$ cat src/rtl/prbs_pkg.sv
// rtl/prbs_pkg.sv - shared state encoding, default LFSR constants and sizing helper for the PRBS checker
package prbs_pkg;

    typedef enum logic {
        ST_SEARCH = 1'b0,
        ST_LOCKED = 1'b1
    } state_t;

    localparam int                   DEF_WIDTH    = 4;
    localparam logic [DEF_WIDTH-1:0] DEF_TAP_MASK = 4'b1001;

    // Bits needed to hold the values 0..max_val (at least one bit).
    function automatic int cnt_bits(input int max_val);
        return (max_val < 2) ? 1 : $clog2(max_val + 1);
    endfunction

endpackage

$ cat src/rtl/lfsr_core.sv
// rtl/lfsr_core.sv - predictor shift register with tap XOR and si/feedback load select
module lfsr_core
    import prbs_pkg::*;
#(
    parameter int               WIDTH    = DEF_WIDTH,
    parameter logic [WIDTH-1:0] TAP_MASK = DEF_TAP_MASK
) (
    input  logic clk,
    input  logic rst,
    input  logic i_adv,
    input  logic i_use_pred,
    input  logic i_si,
    output logic o_pred,
    output logic o_zero
);

    logic [WIDTH-1:0] r_sreg;
    logic             w_new_bit;

    assign o_pred    = ^(r_sreg & TAP_MASK);
    assign o_zero    = (r_sreg == '0);
    assign w_new_bit = i_use_pred ? o_pred : i_si;

    // Shift left, inserting either the received bit (search) or the prediction (flywheel).
    always_ff @(posedge clk) begin
        if (rst) begin
            r_sreg <= '0;
        end else if (i_adv) begin
            r_sreg <= {r_sreg[WIDTH-2:0], w_new_bit};
        end
    end

endmodule

$ cat config.mk
export PLATFORM = sky130hd
export DESIGN_NAME = lfsr_core
export DESIGN_NICKNAME = d
export VERILOG_FILES = /design/src/rtl/prbs_pkg.sv /design/src/rtl/lfsr_core.sv
export SDC_FILE = /design/constraint.sdc
export NUM_CORES = 1
export LEC_CHECK = 0
export ABC_CLOCK_PERIOD_IN_PS = 1000
export BUFFER_PORTS_ARGS = -buffer_cell sky130_fd_sc_hd__buf_2
export CAP_MARGIN = 20
export CORE_AREA = 2 2 39 41
export DETAILED_ROUTE_END_ITERATION = 8
export DIE_AREA = 0 0 41 43
export SLEW_MARGIN = 20
export SYNTH_ARGS = -nofsm -noshare
export SYNTH_HDL_FRONTEND = slang
export SYNTH_SLANG_ARGS = --single-unit
$ cat constraint.sdc
create_clock -name clk -period 1 [get_ports clk]
set_clock_uncertainty 0.15 [all_clocks]
set_input_delay 0.1 -clock clk [delete_from_list [all_inputs] [get_ports clk]]
set_output_delay 0.1 -clock clk [all_outputs]
set_load 0.005 [all_outputs]
==> run summary <==
* **result of the run** finished, violations left
* **failing checks** negative setup slack
* **master cell of the clock root buffer** clkbuf_4
* **n_diodes** 0
* **number of I/O port buffers** 6
* **global-route wire length before repair** 607 microns
* **final setup vio count** 2
* **DRT iter0 DRCs** 2
* **Die Outline Area** 1763 sq um
* **filler-free cell count of the finished design** 45
* **first element of the critical path** r_sreg[3]
* **synthesized area per cell** 9.812 sq um
* **startpoint-to-endpoint class of the critical path** reg2out
* **area of combinational cells with multiple inputs** 97.59 sq um
* **Seq cells post-synth** 4
* **Largest register FFs** 4
* **busiest layer in global routing** met2
* **Hold WC Path Type** in2reg
* **clock tree from TritonCTS** done
* **vias in the first global route** 154
* **Reg2Reg Launch Point** r_sreg[3]
* **die height** 43 microns
* **measured slew at the worst slew-check pin** 0.1725 ns
* **share of synthesized area occupied by flip-flops and latches** 42.95%
* **max_cap viols** 0
* **required time of the critical path** 0.75 ns
* **cell count after placement** 41
* **number of nets in the layout** 36
* **worst path cell trace** buf_6 -> xor2_1 -> buf_2
* **commonest non-fill, non-tap cell in the layout** buf_2
* **Period Utilization, post-route** 120.4%
* **instance count of the mapped netlist** 19
* **routed length per placed instance** 9.978 microns
* **count of synthesis-stage warnings from yosys** 0
* **biggest regs** r_sreg x4
* **routed via count divided by cell count** 3.756
* **fill cell count** 165
* **number of antenna violations at the first check in global routing** 0
* **flop-to-flop setup slack** 0 ns
* **cell area after synthesis** 186.4 sq um
* **final total negative setup slack** -0.4065 ns
* **TritonCTS buffer count** 3
* **count of buffers added by post-CTS timing repair for setup** 0
* **drt pass-1 iters** 2
* **CP Max Fanout** 4
* **critical path's largest stage delay** 0.33 ns
* **register area** 82.58 sq um
* **buffer levels on the longest clock path** 2
* **Cell variety after synth** 11
* **Area growth, synth to finish** 48.99%
* **detailed-placement wirelength estimate** 289.6 microns
* **leakage dissipation** 0.0001265 uW
* **fraction of layout cells with a size suffix above 1** 44.83%
* **commonest non-fill, non-tap cells in the layout** buf_2, mux2i_1, nor2_1, clkbuf_4
* **Power per Cell Area** 1480 nW/um^2
* **VDD IR-drop max** 0.2706 mV
* **overall via count from detail_route** 169
* **Core Area** 1384 sq um
* **overall routed net length** 449 microns
* **num rows** 14
* **met1 demand-to-capacity share in global routing** 4.180%
* **Slowest cell on crit path** dfxtp_2
* **clock period minus final worst setup slack** 1.204 ns
* **count of nets left with antenna violations after detail routing** 0
* **total grt overflow** 0
* **critical path launch point type** flip-flop
* **Syn Nets** 24
* **unrepaired setup endpoints after global routing** true
* **Die Wd** 41 microns
* **global placement routability congestion** 0.5476
* **GR met2 Demand/Resource** 9.375%
* **fmax** 0.8303 GHz
* **starting density of the core** 13.47%
* **count of buffering cells on the critical path with inverters included** 2
* **Crit path max-delay family** flip-flops
* **Rel. slew slack** 88.41%
* **endpoints failing hold** 0
* **number of cell instances on the worst register-to-register path** 3
* **pin count of the biggest net entering global routing** 7
* **number of levels in the clock H-tree** 1
* **worst setup margin** -0.2044 ns
* **global routing usage on met3** 4.712%
* **category of the worst setup path capture point** output pin
* **signal arrival time at the worst endpoint** 0.95 ns
* **capture point of the critical path** o_pred
* **# IOs** 7
* **clock-pin transition on the worst setup and hold timing paths** 0.04 ns
* **Skew-Pair Late Insertion Delay** 0.24 ns
* **number of clock sinks seen by CTS** 4
* **Max Slew Vio Count** 0
* **Most flops, register** r_sreg
* **Worst R2R End** r_sreg[0]
* **Total GRT Usage** 6.124%
* **detailed-route DRC error count** 0
* **Crit path depth** 3
==> kinds of logic (layout without fill, tap and decap cells) <==
family	Yosys count	count (layout)	synth area share, %
and+or+nand+nor	7	7	21.48
DFF	4	4	42.95
muxes	3	3	16.11
AOI/OAI and AO/OA	2	2	6.710
buffers and inverters	2	12	8.051
xor gates and xnor gates	1	1	4.699
==> metal layers <==
layer	vias to the layer above	wire length, microns
li1	88	-
met1	76	167
met2	5	247
met3	0	34
met4	0	0
met5	-	0
==> report_power, final <==
group / internal [uW] / total, uW / switching [uW]
Sequential: 165 / 171 / 5.99
Combinational: 23.2 / 40.2 / 17.0
Clock: 134 / 200 / 65.5
Total: 323 / 411 / 88.4
==> repair_timing <==
| action | in CTS | in global routing |
|---|---|---|
| hold buffers | 1 | 0 |
| setup endpoints to repair | 3 | 3 |
| gates resized for setup | 3 | 1 |
| pin swaps | 1 | 1 |
| endpoints found under the hold margin | 4 | 0 |
==> area by class of cell <==
class / count / area share [%]
inverter: 1 / 1.351
tap: 16 / 7.207
timing repair buffer: 8 / 18.47
sequential: 4 / 29.73
multi-input combinational: 13 / 35.14
clock buffer: 3 / 8.108
==> worst register-to-register path: stages, from the launching register on <==
cell	delay, ns
dfxtp_2	0.33
buf_6	0.12
nand3b_1	0.14
a31oi_1	0.16
==> through the flow <==
stage	setup slack (ns)	hold WS (ns)	total power (uW)	util (%)	area (sq um)
after detailed placement	-0.01083	0.1740	209.0	16.82	232.7
after CTS	-0.2361	0.01300	419.6	19.80	274.0
after global placement	-0.01189	0.1744	208.4	16.82	232.7
after global routing	-0.2499	0.06016	435.1	20.07	277.8
after floorplan	0.06915	0.01941	193.6	-	186.4
final	-0.2044	0.03296	411.1	20.07	277.8
==> synth_stat cells <==
master	number	area, sq um
dfxtp_1	4	80.08
mux2i_1	3	30.03
nor2_1	3	11.26
a31oi_1	2	12.51
buf_6	1	11.26
inv_1	1	3.750
nand3b_1	1	7.510
nand4b_1	1	8.760
nor2b_1	1	6.260
nor4_1	1	6.260
xor2_1	1	8.760
==> worst min path at each step <==
stage,startpoint,to,slack (ns),cells after the start
after floorplan,rst,r_sreg[0],0.02,1
after global placement,rst,r_sreg[2],0.17,2
after detailed placement,rst,r_sreg[2],0.17,2
after CTS,i_use_pred,r_sreg[0],0.01,3
after global routing,i_use_pred,r_sreg[0],0.06,3
final,i_use_pred,r_sreg[0],0.03,3
Note: power is estimated with default switching activity, not from simulation.
